[config.mk]
export PLATFORM = sky130hd
export DESIGN_NAME = wb_regfile_mp
export DESIGN_NICKNAME = d
export VERILOG_FILES = /design/src/rtl/wb_pkg.sv /design/src/rtl/wb_lane_sel.sv /design/src/rtl/wb_regfile_mp.sv
export SDC_FILE = /design/constraint.sdc
export NUM_CORES = 1
export LEC_CHECK = 0
export BUFFER_PORTS_ARGS = -buffer_cell sky130_fd_sc_hd__buf_4
export CAP_MARGIN = 20
export CORE_AREA = 2 2 185 151
export CTS_CLUSTER_SIZE = 30
export DETAILED_ROUTE_END_ITERATION = 10
export DIE_AREA = 0 0 187 153
export PLACE_DENSITY = 0.81
export SLEW_MARGIN = 20
export SYNTH_ARGS = -nofsm -noshare
export SYNTH_HDL_FRONTEND = slang
export SYNTH_SLANG_ARGS = --single-unit
[constraint.sdc]
create_clock -name clk -period 7.3 [get_ports clk]
set_clock_uncertainty 0.2 [all_clocks]
set_input_delay 1.46 -clock clk [delete_from_list [all_inputs] [get_ports clk]]
set_output_delay 1.46 -clock clk [all_outputs]
set_load 0.005 [all_outputs]
[src/rtl/wb_pkg.sv]
// Shared definitions for the writeback / register-file block.
// Holds default widths, the lane-slice offset helper used to address packed
// per-lane buses, and a popcount used for the retire counter.
package wb_pkg;

  localparam int unsigned DefDataW   = 16;
  localparam int unsigned DefNumRegs = 8;
  localparam int unsigned DefRegAw   = 3;
  localparam int unsigned DefNumWb   = 2;
  localparam int unsigned DefNumRd   = 4;

  // Width of the popcount input; callers zero-extend narrower vectors.
  localparam int unsigned PopW = 32;

  // LSB of lane `lane` inside a packed bus of `width`-bit lanes.
  function automatic int unsigned lane_lsb(input int unsigned lane, input int unsigned width);
    return lane * width;
  endfunction

  function automatic logic [31:0] popcount(input logic [PopW-1:0] v);
    logic [31:0] c;
    c = '0;
    for (int unsigned k = 0; k < PopW; k++) begin
      c = c + 32'(v[k]);
    end
    return c;
  endfunction

endpackage

[src/rtl/wb_lane_sel.sv]
// One writeback lane: picks load or ALU data as the lane result and decodes
// the destination register into a one-hot write-enable (all zero when the
// lane is not valid).
// Ports:
//   valid_i   lane writeback request
//   isld_i    1 selects ld_i, 0 selects alu_i
//   rd_i      destination register index
//   ld_i      load data
//   alu_i     ALU data
//   result_o  selected lane result
//   wr_oh_o   one-hot write enable per register, gated by valid_i
module wb_lane_sel
  import wb_pkg::*;
#(
  parameter int unsigned DATA_W   = DefDataW,
  parameter int unsigned NUM_REGS = DefNumRegs,
  parameter int unsigned REG_AW   = DefRegAw
) (
  input  logic                valid_i,
  input  logic                isld_i,
  input  logic [REG_AW-1:0]   rd_i,
  input  logic [DATA_W-1:0]   ld_i,
  input  logic [DATA_W-1:0]   alu_i,
  output logic [DATA_W-1:0]   result_o,
  output logic [NUM_REGS-1:0] wr_oh_o
);

  always_comb begin
    result_o = isld_i ? ld_i : alu_i;
    wr_oh_o  = '0;
    if (valid_i) begin
      wr_oh_o[rd_i] = 1'b1;
    end
  end

endmodule

[src/rtl/wb_regfile_mp.sv]
// Multi-lane writeback stage with register file, bypassed read ports and a
// busy-bit scoreboard for the issue stage.
// Ports:
//   clk, rst_n     clock and synchronous active-low reset
//   wb_valid       per-lane writeback request
//   wb_isld        per-lane load/ALU select
//   wb_rd          per-lane destination (packed, REG_AW bits per lane)
//   wb_ldresult    per-lane load data
//   wb_aluresult   per-lane ALU data
//   iss_valid      per-lane issue, marks iss_rd busy
//   iss_rd         per-lane issued destination
//   rd_addr        read addresses (packed, NUM_RD ports)
//   rd_data        read data, combinational, bypassed from this cycle's lanes
//   busy           scoreboard, bit r set while a write to r is pending
//   wb_result      registered per-lane result (holds when lane idle)
//   wb_commit      registered per-lane commit flag
//   retire_cnt     registered wrapping count of committed writes
module wb_regfile_mp
  import wb_pkg::*;
#(
  parameter int unsigned DATA_W   = DefDataW,
  parameter int unsigned NUM_REGS = DefNumRegs,
  parameter int unsigned REG_AW   = DefRegAw,
  parameter int unsigned NUM_WB   = DefNumWb,
  parameter int unsigned NUM_RD   = DefNumRd,
  parameter bit          ZERO_REG = 1'b0
) (
  input  logic                       clk,
  input  logic                       rst_n,
  input  logic [NUM_WB-1:0]          wb_valid,
  input  logic [NUM_WB-1:0]          wb_isld,
  input  logic [NUM_WB*REG_AW-1:0]   wb_rd,
  input  logic [NUM_WB*DATA_W-1:0]   wb_ldresult,
  input  logic [NUM_WB*DATA_W-1:0]   wb_aluresult,
  input  logic [NUM_WB-1:0]          iss_valid,
  input  logic [NUM_WB*REG_AW-1:0]   iss_rd,
  input  logic [NUM_RD*REG_AW-1:0]   rd_addr,
  output logic [NUM_RD*DATA_W-1:0]   rd_data,
  output logic [NUM_REGS-1:0]        busy,
  output logic [NUM_WB*DATA_W-1:0]   wb_result,
  output logic [NUM_WB-1:0]          wb_commit,
  output logic [31:0]                retire_cnt
);

  logic [DATA_W-1:0]        lane_res [NUM_WB];
  logic [NUM_REGS-1:0]      lane_oh  [NUM_WB];

  logic [DATA_W-1:0]        regs_q [NUM_REGS];
  logic [DATA_W-1:0]        regs_d [NUM_REGS];
  logic [NUM_REGS-1:0]      busy_q, busy_d;
  logic [NUM_WB*DATA_W-1:0] wb_result_q, wb_result_d;
  logic [NUM_WB-1:0]        wb_commit_q;
  logic [31:0]              retire_cnt_q, retire_cnt_d;

  for (genvar i = 0; i < NUM_WB; i++) begin : g_lane
    wb_lane_sel #(
      .DATA_W  (DATA_W),
      .NUM_REGS(NUM_REGS),
      .REG_AW  (REG_AW)
    ) u_lane_sel (
      .valid_i (wb_valid[i]),
      .isld_i  (wb_isld[i]),
      .rd_i    (wb_rd[lane_lsb(i, REG_AW) +: REG_AW]),
      .ld_i    (wb_ldresult[lane_lsb(i, DATA_W) +: DATA_W]),
      .alu_i   (wb_aluresult[lane_lsb(i, DATA_W) +: DATA_W]),
      .result_o(lane_res[i]),
      .wr_oh_o (lane_oh[i])
    );
  end

  // Lanes applied in ascending order so the highest-index lane wins a shared rd.
  always_comb begin
    for (int r = 0; r < NUM_REGS; r++) begin
      regs_d[r] = regs_q[r];
    end
    for (int i = 0; i < NUM_WB; i++) begin
      for (int r = 0; r < NUM_REGS; r++) begin
        if (lane_oh[i][r]) begin
          regs_d[r] = lane_res[i];
        end
      end
    end
    if (ZERO_REG) begin
      regs_d[0] = '0;
    end
  end

  for (genvar p = 0; p < NUM_RD; p++) begin : g_rd
    logic [REG_AW-1:0] raddr;
    logic [DATA_W-1:0] rval;

    assign raddr = rd_addr[lane_lsb(p, REG_AW) +: REG_AW];

    always_comb begin
      rval = regs_q[raddr];
      for (int i = 0; i < NUM_WB; i++) begin
        if (lane_oh[i][raddr]) begin
          rval = lane_res[i];
        end
      end
      if (ZERO_REG && (raddr == '0)) begin
        rval = '0;
      end
    end

    assign rd_data[lane_lsb(p, DATA_W) +: DATA_W] = rval;
  end

  // Clears first, then sets: a new issue to a retiring rd keeps it busy.
  always_comb begin
    busy_d = busy_q;
    for (int i = 0; i < NUM_WB; i++) begin
      busy_d = busy_d & ~lane_oh[i];
    end
    for (int i = 0; i < NUM_WB; i++) begin
      if (iss_valid[i]) begin
        busy_d[iss_rd[i*REG_AW +: REG_AW]] = 1'b1;
      end
    end
    if (ZERO_REG) begin
      busy_d[0] = 1'b0;
    end
  end

  always_comb begin
    wb_result_d = wb_result_q;
    for (int i = 0; i < NUM_WB; i++) begin
      if (wb_valid[i]) begin
        wb_result_d[i*DATA_W +: DATA_W] = lane_res[i];
      end
    end
    retire_cnt_d = retire_cnt_q + popcount(PopW'(wb_valid));
  end

  always_ff @(posedge clk) begin
    if (!rst_n) begin
      for (int r = 0; r < NUM_REGS; r++) begin
        regs_q[r] <= '0;
      end
      busy_q       <= '0;
      wb_result_q  <= '0;
      wb_commit_q  <= '0;
      retire_cnt_q <= '0;
    end else begin
      for (int r = 0; r < NUM_REGS; r++) begin
        regs_q[r] <= regs_d[r];
      end
      busy_q       <= busy_d;
      wb_result_q  <= wb_result_d;
      wb_commit_q  <= wb_valid;
      retire_cnt_q <= retire_cnt_d;
    end
  end

  assign busy       = busy_q;
  assign wb_result  = wb_result_q;
  assign wb_commit  = wb_commit_q;
  assign retire_cnt = retire_cnt_q;

endmodule
; ---- Word level (Yosys, flattened, before mapping)
; Memories as Yosys holds them, arrays and structs flattened.
; Index checks and enable logic that the tools add are counted.
; W data, S select, Z words.
[classes]
addsub = 2
magnitude_cmp = 12
n_eq_ne = 8
mux = 64
bitwise = 14
reduce_logical = 12
[ops]
columns = cell, n
row1 = $mux W16, 34
row2 = $add A32 B2 Y32, 1
row3 = $lt A3 B4 Y1 const B, 8
row4 = $mux W8, 4
row5 = $bmux W1 S3, 8
row6 = $and A8 B8 Y8, 2
row7 = $ne A2 B2 Y1 const B, 8
row8 = $not A8 Y8, 2
row9 = $or A8 B8 Y8, 2
row10 = $reduce_and A2 Y1, 8
row11 = $mux W1, 14
row12 = $demux W1 S3, 4
row13 = $ge A3 B1 Y1 const B, 4
row14 = $or A1 B1 Y1, 8
row15 = $logic_and A1 B1 Y1, 4
row16 = $add A1 B1 Y2, 1
[totals]
reg_bits = 74
mem_bits_rw = 128
in_bits = 96
output_inout_bits = 138
word_cells = 118
memories = 1
[mem_list]
columns = memory, depth, width, read_ports, rd_clocked_by_memory_dff, wr, line
row1 = regs_q, 8, 16, 4, 0, 8, wb_regfile_mp.sv:48  ; logic [DATA_W-1:0] regs_q [NUM_REGS];

; ---- Longest topological paths before layout
[logic_depth]
ltp_word = 12
ltp_mapped = 12
ltp_nobuf = 8

; ---- Cells and area by module
; A second synthesis with hierarchy kept.
[unflattened]
hier_cells = 1304
area_unflattened_um2 = 15214.6
[by_module_without_submodules]
columns = mod, n_inst, cells_per_inst, area_each_um2, seq_area_each_um2
row1 = wb_regfile_mp, 1, 1252, 14556.5, 5325.1
row2 = wb_lane_sel, 2, 26, 329.1, 0.0

; ---- Least setup slack after synthesis
; No wires, ideal clock.
[synth_path]
kind = input-to-output
from = input port rd_addr[9]
to = output port rd_data[51]
arrival_ns = 2.918
required_ns = 5.640
path_slack_ns = 2.722
stages = 6
n_path_buf = 2
path_cell_list = buf_2 -> buf_2 -> mux4_2 -> nor2b_1 -> a211oi_1 -> o22ai_1
[synth_between]
elab_chain_len = 4
elab_cells_between_ends = 7
classes_between = 6 x mux / 1 x memory
[synth_rtl]
columns = item, line
row1 = "start, declared", wb_regfile_mp.sv:37  ; input logic [NUM_RD*REG_AW-1:0] rd_addr,
row2 = $bmux W1 S3, wb_regfile_mp.sv:97  ; if (lane_oh[i][raddr]) begin
row3 = $mux W1 (not written as such), wb_regfile_mp.sv:97
row4 = $mux W16, wb_regfile_mp.sv:97
row5 = $mux W16 *, wb_regfile_mp.sv:97
row6 = "end, declared", wb_regfile_mp.sv:38  ; output logic [NUM_RD*DATA_W-1:0] rd_data,
; Every way passes the cells marked *; elsewhere a longest branch is shown, timed or not. The select of a mux whose other input is x is not followed.

; ---- Final worst setup path
[layout_path]
from = input port rd_addr[6]
to = output port rd_data[37]
; The elaborated chain is that of the path after synthesis.

==> out/metrics.yaml <==
clock_network:
  clk_pin_slew_ns: 0.06
  cts_buffer_depth: 3
  clkSinkCount: 202
  clk_latency_ns: 0.53
  cts_setup_buffers: 0
  cts_buffers: 23
  ctsResizeCount: 0
  clock-root-buffer: "clkbuf_16"
  cts_tree: "done"
  postCtsHoldBufs: 0
  htreeDepth: 1
finish:
  seqCellArea_um2: 5330
  nets: 1616
  layout_commonest_cell: "buf_4"
  syn2layout_area_growth_pct: 17.3
  n_antenna_cell: 0
  nFillCells: 2068
  final_cell_mix: "buf_4, nor2_1, a211oi_1, mux4_2, edfxtp_1"
  drive_gt1_share_pct: 29.7
  multiInputGateArea_um2: 8490
grt:
  antenna_found_initial: 0
  grt_overflow: 0
  grt_util_all_layers_pct: 34.5
  grt_max_degree: 104
  grt_pass1_wl_um: 76300
  grt_pass1_vias: 12700
drt:
  via_per_inst: 6.96
  drt_iter0_drc: 2186
  drc_errors: 0
  dr.pass1.iters: 5
  wirelength_um: 50100
  drtAntennaViolNets: 0
  wire_per_inst_um: 26.4
  dr_total_vias: 13200
sta:
  setup-tns-final_ns: 0
  hold_violations: 0
  fmax_mhz: 182
  fin_crit_sh_pct: 75.2
  layout_setup_ws_ns: 1.81
  tightest_slew_ns: 1.07
  rsz0062_at_grt: "false"
  setup_viol: 0
  maxSlewHeadroom_pct: 26.9
  final_max_slew_viol_count: 0
  layout_min_cycle_time_ns: 5.49
setup_path:
  crit_top_cell: "buf_4"
  critPathSlowestCell: "nand4_1"
  path_max_fanout: 34
  worstPathRequired_ns: 5.64
  worstPathArrival_ns: 3.83
  cp-start-kind: "input pin"
  cp-end-kind: "output port"
  worst-setup-path-type: "in -> out"
  worstPathCellList: "buf_4 -> xnor2_1 -> nand4_1 -> o21ai_0 -> o22ai_1 -> buf_4"
  slowest_delay_ns: 0.71
  r2r_slack_ns: 5.04
run:
  maxCapViolations: 0
placement:
  pre_cts_ws_ns: 1.78
  dp_hpwl_um: 34300
  place_congestion: 0.900
  port_buffers: 233
yosys:
  synth_edf_count: 128
  yosysWarnings: 0
  ys_async_sr_fraction_pct: 0
  synth_area_um2: 14600
  synth_fp_nets: 1505
  synth_ff_type: "edfxtp_1"
  synthDistinctLibCells: 57
  yosysSeqAreaShare_pct: 36.5
  synth_area_per_cell_um2: 10.4
  syn_inst: 1407
  synth-seq-cells: 202
worst_hold_path:
  hold_class: "reg -> reg"
pwr:
  leakage_nw: 6.50
  ir_drop_mv: 0.196
  p_per_area_nw_per_um2: 209
die:
  die_y_um: 153
  core_area_um2: 26800
  num_rows: 54
  initial_utilization_pct: 54.3
  io_pins: 234
  die_area_um2: 28600
  die_x_um: 187
status:
  outcome: "completed"
## metrics by stage
| step | hold slack (ns) | area (um2) | power [mW] | util [%] | std cells |
|---|---|---|---|---|---|
| after detailed placement | 0.271 | 16300 | 2.28 | 60.6 | 1856 |
| final | 0.283 | 17100 | 3.57 | 63.7 | 1899 |
| after global placement | 0.264 | 16200 | 2.26 | 60.6 | 1856 |
| after global routing | 0.311 | 17100 | 3.67 | 63.7 | 1899 |
| after floorplan | 0.262 | 14600 | 1.91 | - | 1407 |
| after CTS | 0.289 | 17100 | 3.54 | 63.6 | 1898 |
## final timing paths
check	depth (start not counted)	end	start
worst min-delay path	1	wb_result[22]	wb_result[22]
worst min register to register	1	wb_result[22]	wb_result[22]
worst max-delay path	6	rd_data[37]	rd_addr[6]
worst max register to register	7	retire_cnt[31]	retire_cnt[0]
## area by class of cell
| cell class | instances | share of cell area (%) |
|---|---|---|
| tap | 364 | 2.66 |
| clock buffer | 28 | 3.54 |
| multi-input combinational | 1018 | 49.7 |
| sequential | 202 | 31.2 |
| inverter | 13 | 0.285 |
| clock inverter | 14 | 1.26 |
| timing repair buffer | 260 | 11.4 |
## synth_stat cells, types with 5 or more instances
master	count	area [um2]
o21ai_0	70	350
dfxtp_1	74	1480
buf_4	6	45.0
and2_1	28	175
xnor2_1	37	324
nor3b_1	16	120
o211a_1	48	480
mux2_2	16	180
nor3_1	7	35.0
clkbuf_1	119	447
mux4_2	128	2880
nor2b_1	76	475
nand4_1	15	93.8
edfxtp_1	128	3840
inv_1	11	41.3
mux2i_1	16	160
and4_1	9	78.8
nand2b_1	15	93.8
nand2_1	71	267
a211oi_1	129	968
buf_1	5	18.8
nor2_1	165	619
buf_2	42	210
xor2_1	11	96.3
o22ai_1	69	432
a21oi_1	38	190
nand3_1	8	40.0
## worst max-delay path, delay by kind of cell
kind            cells  cell delay (ns)
xor+xnor            1             0.21
buf+inv             2             0.76
simple gates        1             0.71
compound gates      2             0.68
## cell families after synthesis
kind of cell	count (synthesis)	synth area share (%)
adder cells (fa/ha/maj)	2	0.223
AO/OA/AOI/OAI	373	17.6
XOR/XNOR	48	2.89
buffers and inverters	187	5.44
flip-flops	202	36.5
AND/OR/NAND/NOR	435	15.2
multiplexers	160	22.1
## report_power, final
group          internal [mW]  leakage [nW]  total [mW]  switching, mW
clock network          0.772         0.393        1.27          0.501
logic                  0.434          4.24       0.881          0.447
registers               1.31          1.87        1.41          0.105
## metal layers
metal  wire (um)  vias up  GRT usage, %
met5         133        -          2.51
met4        1360        4          9.67
met3        9490      152          16.8
met2       20900     1169          48.5
met1       18200     6286          47.1
li1            -     5599             -
## state kept, by name, indices dropped and copies added, names as in the netlist
name / cells
retire_cnt: 32
busy: 8
wb_commit: 2
regs_q: 128
wb_result: 32
(Power assumes the default switching activity.)
